[src/rtl/vend_pkg.sv]
// Shared constants and types for the multi-product vending controller.
// Credit and coin values are counted in nickel units (1 = 5c).
package vend_pkg;

  localparam int unsigned VAL_NICKEL  = 1;
  localparam int unsigned VAL_DIME    = 2;
  localparam int unsigned VAL_QUARTER = 5;

  typedef enum logic [0:0] {
    ST_ACCEPT,
    ST_CHANGE
  } vend_state_e;

endpackage

[src/rtl/vend_change_unit.sv]
// Greedy change selector: picks the largest returnable coin that fits the remaining credit
// and reports how much that coin takes off the credit.
module vend_change_unit
  import vend_pkg::*;
#(
  parameter int unsigned CREDIT_W = 8
) (
  input  logic [CREDIT_W-1:0] remaining,
  output logic                give_nickel,
  output logic                give_dime,
  output logic                give_quarter,
  output logic [CREDIT_W-1:0] dec
);

  always_comb begin
    give_nickel  = 1'b0;
    give_dime    = 1'b0;
    give_quarter = 1'b0;
    dec          = '0;
    if (remaining >= CREDIT_W'(VAL_QUARTER)) begin
      give_quarter = 1'b1;
      dec          = CREDIT_W'(VAL_QUARTER);
    end else if (remaining >= CREDIT_W'(VAL_DIME)) begin
      give_dime = 1'b1;
      dec       = CREDIT_W'(VAL_DIME);
    end else begin
      // Also selected for zero credit; the caller only consumes it while credit is nonzero.
      give_nickel = 1'b1;
      dec         = CREDIT_W'(VAL_NICKEL);
    end
  end

endmodule

[src/rtl/vend_multi_product.sv]
// Multi-product vending controller with a binary credit accumulator and a serial,
// greedy coin-return stream for change and cancel refunds. All outputs are registered.
module vend_multi_product
  import vend_pkg::*;
#(
  parameter int unsigned                         CREDIT_W     = 8,
  parameter int unsigned                         NUM_PRODUCTS = 4,
  parameter logic [NUM_PRODUCTS*CREDIT_W-1:0]    PRICES       = {8'd15, 8'd10, 8'd7, 8'd5},
  parameter int unsigned                         MAX_CREDIT   = 40,
  parameter int unsigned                         SEL_W        =
      (NUM_PRODUCTS > 1) ? $clog2(NUM_PRODUCTS) : 1
) (
  input  logic                clk,
  input  logic                reset_n,
  input  logic                coin_nickel,
  input  logic                coin_dime,
  input  logic                coin_quarter,
  input  logic                sel_valid,
  input  logic [SEL_W-1:0]    sel_id,
  input  logic                cancel,
  output logic                dispense,
  output logic [SEL_W-1:0]    dispense_id,
  output logic                ret_nickel,
  output logic                ret_dime,
  output logic                ret_quarter,
  output logic [CREDIT_W-1:0] credit,
  output logic                busy,
  output logic                coin_reject,
  output logic                sel_nack
);

  vend_state_e state_q;

  logic                any_coin;
  logic                multi_coin;
  logic [CREDIT_W-1:0] coin_val;
  logic [CREDIT_W:0]   coin_sum;
  logic                coin_fits;
  logic [31:0]         sel_idx;
  logic                sel_ok;
  logic [CREDIT_W-1:0] price;
  logic                can_buy;

  logic                chg_nickel;
  logic                chg_dime;
  logic                chg_quarter;
  logic [CREDIT_W-1:0] chg_dec;

  vend_change_unit #(
    .CREDIT_W (CREDIT_W)
  ) u_change (
    .remaining    (credit),
    .give_nickel  (chg_nickel),
    .give_dime    (chg_dime),
    .give_quarter (chg_quarter),
    .dec          (chg_dec)
  );

  // Coin decode: nickel beats dime beats quarter; any extra coin in the cycle is rejected.
  always_comb begin
    any_coin   = coin_nickel | coin_dime | coin_quarter;
    multi_coin = (coin_nickel & coin_dime) | (coin_nickel & coin_quarter) |
                 (coin_dime & coin_quarter);
    if (coin_nickel) begin
      coin_val = CREDIT_W'(VAL_NICKEL);
    end else if (coin_dime) begin
      coin_val = CREDIT_W'(VAL_DIME);
    end else begin
      coin_val = CREDIT_W'(VAL_QUARTER);
    end
    coin_sum  = {1'b0, credit} + {1'b0, coin_val};
    coin_fits = coin_sum <= (CREDIT_W + 1)'(MAX_CREDIT);
  end

  always_comb begin
    sel_idx = 32'(sel_id);
    sel_ok  = sel_idx < NUM_PRODUCTS;
    price   = '0;
    for (int unsigned i = 0; i < NUM_PRODUCTS; i++) begin
      if (sel_idx == i) begin
        price = PRICES[i*CREDIT_W +: CREDIT_W];
      end
    end
    can_buy = sel_ok && (credit >= price);
  end

  always_ff @(posedge clk or negedge reset_n) begin
    if (!reset_n) begin
      state_q     <= ST_ACCEPT;
      dispense    <= 1'b0;
      dispense_id <= '0;
      ret_nickel  <= 1'b0;
      ret_dime    <= 1'b0;
      ret_quarter <= 1'b0;
      credit      <= '0;
      busy        <= 1'b0;
      coin_reject <= 1'b0;
      sel_nack    <= 1'b0;
    end else begin
      dispense    <= 1'b0;
      dispense_id <= '0;
      ret_nickel  <= 1'b0;
      ret_dime    <= 1'b0;
      ret_quarter <= 1'b0;
      coin_reject <= 1'b0;
      sel_nack    <= 1'b0;

      unique case (state_q)
        ST_ACCEPT: begin
          if (cancel) begin
            coin_reject <= any_coin;
            if (credit != '0) begin
              state_q <= ST_CHANGE;
              busy    <= 1'b1;
            end
          end else if (sel_valid) begin
            coin_reject <= any_coin;
            if (can_buy) begin
              dispense    <= 1'b1;
              dispense_id <= sel_id;
              credit      <= credit - price;
              if (credit != price) begin
                state_q <= ST_CHANGE;
                busy    <= 1'b1;
              end
            end else begin
              sel_nack <= 1'b1;
            end
          end else if (any_coin) begin
            coin_reject <= multi_coin | ~coin_fits;
            if (coin_fits) begin
              credit <= coin_sum[CREDIT_W-1:0];
            end
          end
        end

        ST_CHANGE: begin
          // busy falls together with the coin that empties the credit.
          coin_reject <= any_coin;
          sel_nack    <= sel_valid;
          ret_nickel  <= chg_nickel;
          ret_dime    <= chg_dime;
          ret_quarter <= chg_quarter;
          credit      <= credit - chg_dec;
          if (credit == chg_dec) begin
            state_q <= ST_ACCEPT;
            busy    <= 1'b0;
          end
        end

        default: begin
          state_q <= ST_ACCEPT;
          busy    <= 1'b0;
        end
      endcase
    end
  end

endmodule

[config.mk]
export PLATFORM = sky130hd
export DESIGN_NAME = vend_multi_product
export DESIGN_NICKNAME = d
export VERILOG_FILES = /design/src/rtl/vend_pkg.sv /design/src/rtl/vend_change_unit.sv /design/src/rtl/vend_multi_product.sv
export SDC_FILE = /design/constraint.sdc
export NUM_CORES = 1
export LEC_CHECK = 0
export BUFFER_PORTS_ARGS = -buffer_cell sky130_fd_sc_hd__buf_2
export CAP_MARGIN = 20
export CORE_ASPECT_RATIO = 0.7
export CORE_MARGIN = 2
export CORE_UTILIZATION = 41
export CTS_CLUSTER_SIZE = 14
export DETAILED_ROUTE_END_ITERATION = 12
export PLACE_DENSITY = 0.69
export SLEW_MARGIN = 20
export SYNTH_ARGS = -nofsm -noshare
export SYNTH_HDL_FRONTEND = slang
export SYNTH_HIERARCHICAL = 1
export SYNTH_SLANG_ARGS = --single-unit
[constraint.sdc]
create_clock -name clk -period 6.5 [get_ports clk]
set_clock_uncertainty 0.15 [all_clocks]
set_input_delay 1.3 -clock clk [delete_from_list [all_inputs] [get_ports clk]]
set_output_delay 1.3 -clock clk [all_outputs]
set_load 0.01 [all_outputs]
### Word level (Yosys, flattened, before mapping)

Index checks and enable logic that the tools add are counted.

| word-level totals | value |
|---|---|
| output and inout port bits | 17 |
| bits in registers | 18 |
| word-level logic and storage cells | 97 |
| bits of input ports | 9 |

| operators by class | value |
|---|---|
| bitwise logic cells | 10 |
| mux-type cells | 52 |
| reductions and logical operators | 4 |
| magnitude comparators | 4 |
| add/sub/neg operators | 3 |
| eq/ne operators | 14 |

Operators with widths:

| operator | count |
|---|---|
| two-way mux 8 bit | 10 |
| two-way mux 1 bit | 30 |
| inequality test 3 bit (second input constant) | 7 |
| case mux 8 bit (2 select lines) | 1 |
| subtractor 8 bit | 2 |
| two-way mux 2 bit | 5 |
| adder 8 x 8 -> 9 bit | 1 |
| <= comparator 9 x 6 -> 1 bit (second input constant) | 1 |
| == test 8 bit | 1 |
| greater-or-equal comparator 8 x 2 -> 1 bit (second input constant) | 1 |
| greater-or-equal comparator 8 x 3 -> 1 bit (second input constant) | 1 |
| greater-or-equal comparator 8 bit | 1 |
| inequality test 8 bit | 1 |
| case mux 1 bit (2 select lines) | 4 |
| nonzero test 8 bit | 1 |
| two-way mux 3 bit | 2 |
| bitwise OR 1 bit | 5 |
| AND reduction 5 bit | 1 |
| == test 2 bit (second input constant) | 2 |
| AND reduction 4 bit | 1 |
| bitwise AND 1 bit | 3 |
| == test 2 x 1 -> 1 bit (second input constant) | 1 |
| logical NOT 2 bit | 1 |
| inequality test 2 x 1 -> 1 bit (second input constant) | 1 |
| 2 further kinds | 3 |

### Logic depth before layout (Yosys ltp)

| depth | value |
|---|---|
| depth in word-level cells | 11 |
| depth in mapped cells | 12 |
| gate-level depth less buffers | 11 |

### Hierarchy

Netlist, hierarchy kept.

By module, submodules not included:

| module | cells an instance | instances | area an instance (sq um) | seq. area each (sq um) |
|---|---|---|---|---|
| vend_multi_product | 190 | 1 | 1612.8 | 450.4 |
| vend_change_unit | 16 | 1 | 120.1 | 0.0 |

### Least setup slack after synthesis

OpenSTA, ideal clock, no wires.

| path | value |
|---|---|
| path kind | input-to-reg |
| start point | input coin_nickel |
| end point | register credit[1] |
| required time | 6205 ps |
| buffers on the path | 0 |
| setup time | 145 ps |
| cell stages on the path | 10 |
| slack | 2663 ps |
| arrival | 3541 ps |
| cell sequence | nand2b_1 > ha_1 > fa_1 > a21o_2 > a21oi_1 > o311ai_1 > a221o_1 > o21a_2 > a2111oi_0 > a221oi_1 |

| on the way | value |
|---|---|
| cells in the longest elaborated chain, start to end | 7 |
| elaborated cells on any way between the ends | 13 |
| classes of those cells | 1 x add/sub; 1 x order compare; 2 x eq/ne; 6 x mux; 2 x bitwise; 1 x reduce/logical |

Ends and longest elaborated chain:

| what | line | text |
|---|---|---|
| from (decl) | vend_multi_product.sv:15 | `input logic coin_nickel,` |
| branches (longest 7 deep; another with adder 8 x 8 -> 9 bit) | n/a |  |
| to (signal assigned) | vend_multi_product.sv:121 | `credit <= credit - price;` |
| to (signal assigned) | vend_multi_product.sv:132 | `credit <= coin_sum[CREDIT_W-1:0];` |
| to (signal assigned) | vend_multi_product.sv:144 | `credit <= credit - chg_dec;` |
| to (decl) | vend_multi_product.sv:26 | `output logic [CREDIT_W-1:0] credit,` |

Parallel ways; which one is timed is not known. The select of a mux whose other input is x is not followed.
A chain may end at the register's enable or synchronous reset.

### Worst setup path in the final report

Same ends and word-level chain as after synthesis.

==> reports/qor.txt <==
status: complete, no violations
CORE AREA: 3990 um2
total gr overflow: 0
Mapped Cells: 206
IO buf count: 25
startpoint of the worst register-to-register path: credit[0]$_DFFE_PN0P_
Die Ht: 58.4 um
Post-synth ARST share: 100%
peak supply drop: 0.200 mV
Max clock buf depth: 2
Max Fclk: 247 MHz
fillcell total: 402
Synth Flop Type: dfrtp_1
crit-path max FO: 14
crit path launch type: input pin
GRT Total Usage: 18.5%
dpl cell area: 1850 um2
Starting Density: 43.4%
Post-synth top cells: dfrtp_1 (18), inv_1 (18), nor2_1 (18)
hold_ws: 0.392 ns
#FFs+latches synth: 18
post-synth top area share: 26.0%
vias in the first global route: 1347
fin crit share: 62.4%
Finished Cell Area: 1910 um2
die area: 4770 um2
die outline width: 81.7 um
Clk Latency, worst-skew pair: 0.25 ns
Hold Crit Start: busy$_DFFE_PN0P_
H-tree depth: 1
ant diodes: 0
postcts setup bufs: 0
Final Wtd Congestion: 0.813
Lkg Pwr: 0.908 nW
Setup TNS: 0 ns
post-layout util: 47.8%
final wirelength: 4110 um
Nets: 253
Synth cell types: 54
pre-CTS setup slack: 2.18 ns
register area share after synthesis: 26.0%
Critical Path End Type: flip-flop
Setup CP Type: input pin to flip-flop
number of synthesized flops with an enable pin: 0
# IOs: 26
layout cells sized above 1: 18.1%
clock period minus worst slack: 4.05 ns
RSZ-0062 raised after global routing: no
CTS clk-pin slew, worst paths: 0.07 ns
Worst Setup SP: coin_nickel
hold buffers post-CTS: 0
Data arrival, critical path: 4.01 ns
synthesized area: 1730 um2
largest net degree at the start of global routing: 24
Final HPWL DP: 3240 um
yosys warns: 6
worst path required time: 6.45 ns
# setup viols final: 0
CTS Buf Count: 3
first-pass GRT wire length: 6720 um
routed vias/inst: 5.52
area delta synth->final: 10.2%
final hold viol count: 0
Initial DRT Pass Iterations: 4
Power Density: 448 nW/um2
Synth area leader: dfrtp_1
Hold/Removal Path Class: flip-flop to flip-flop
DR vias: 1535
fin. max-slew vios: 0
max-cap viol count: 0
Final WS setup: 2.45 ns
clk sinks: 18
Worst-Margin Slew: 0.763 ns
detail-routed net length per standard cell: 14.8 um
post-cts sizing count: 0
DRC errors left: 0
TritonCTS clock tree: done
Final ANT Viol Nets: 0
row cnt: 19
Iteration-0 DRC Markers: 96
initial antenna violation count: 0
clk root buf: clkbuf_8
Synth area leaders: dfrtp_1 (26%), ha_1 (10%), inv_1 (3.9%)
Slew HR: 49.1%
syn avg cell area: 8.41 um2
## per-stage QoR
stage | cells | total power, mW
4_1_cts | 278 | 0.857
6_report | 278 | 0.856
3_5_place_dp | 274 | 0.763
2_1_floorplan | 210 | 0.627
3_3_place_gp | 274 | 0.751
5_1_grt | 278 | 0.943
## worst max-delay path, stage by stage
cell	delay, ns
buf_2	0.12
nand2b_1	0.17
ha_1	0.23
fa_1	0.45
xor2_1	0.20
nor3_1	0.18
o311ai_1	0.14
a221o_1	0.39
o21a_2	0.33
a2111oi_0	0.41
a221oi_1	0.08
## layout by cell type (no fill, tap or decap), types with 6 or more instances in the layout
master and count:
ha_1 14, nor2b_1 6, nand2_1 9, buf_2 25, a21oi_1 11, nor2_1 18, nor3_1 9, dfrtp_1 18
inv_1 18, o21ai_0 8, nand2b_1 6
## routing by layer
layer  global-route usage [%]  wire [um]  vias to the layer above
met5                        0          0                        -
met4                     2.62          0                        0
met3                     4.45        318                        0
met2                     25.4       1710                       53
met1                     29.6       2080                      717
li1                         -          -                      765
## power by group
part | internal, mW | total [mW] | switching [mW]
logic | 0.250 | 0.528 | 0.277
clock network | 0.0538 | 0.0916 | 0.0378
registers | 0.145 | 0.237 | 0.0919
## area by class of cell
| cell class | instances | area, um2 | area share, % |
|---|---|---|---|
| Clock buffer | 4 | 55.1 | 2.88 |
| Inverter | 18 | 67.6 | 3.54 |
| Multi-Input combinational cell | 161 | 1150 | 60.0 |
| Sequential cell | 18 | 450 | 23.6 |
| Tap cell | 52 | 65.1 | 3.41 |
| Timing Repair Buffer | 25 | 125 | 6.55 |
## state kept, by name, summed over array words and instances, names as in the netlist
register	count
state_q	1
dispense	1
busy	1
sel_nack	1
credit	8
ret_dime	1
dispense_id	2
ret_nickel	1
ret_quarter	1
coin_reject	1
## cells by family (layout without fill, tap and decap cells)
kind of cell             after synthesis  count (layout)  synth area share, %
AND/OR/NAND/NOR                       75              75                 23.4
XOR/XNOR                               9               9                 4.55
adder cells (fa/ha/maj)               18              18                 14.2
other                                  1               5                0.216
multiplexers                           4               4                 2.31
buffers and inverters                 31              47                 8.74
flip-flops                            18              18                 26.0
AO/OA/AOI/OAI                         50              50                 20.7
## path summary, 6_finish.rpt
| path | endpoint | slack (ns) | depth (start not counted) |
|---|---|---|---|
| max in group asynchronous | busy$_DFFE_PN0P_ | 5.10 | 1 |
| min | busy$_DFFE_PN0P_ | 0.39 | 2 |
| min reg2reg | busy$_DFFE_PN0P_ | 0.39 | 2 |
| max reg2reg | credit[1]$_DFFE_PN0P_ | 3.26 | 9 |
| min in group asynchronous | dispense_id[0]$_DFF_PN0_ | 0.81 | 1 |
| max | credit[1]$_DFFE_PN0P_ | 2.45 | 11 |
Note: power is estimated with default switching activity, not from simulation.
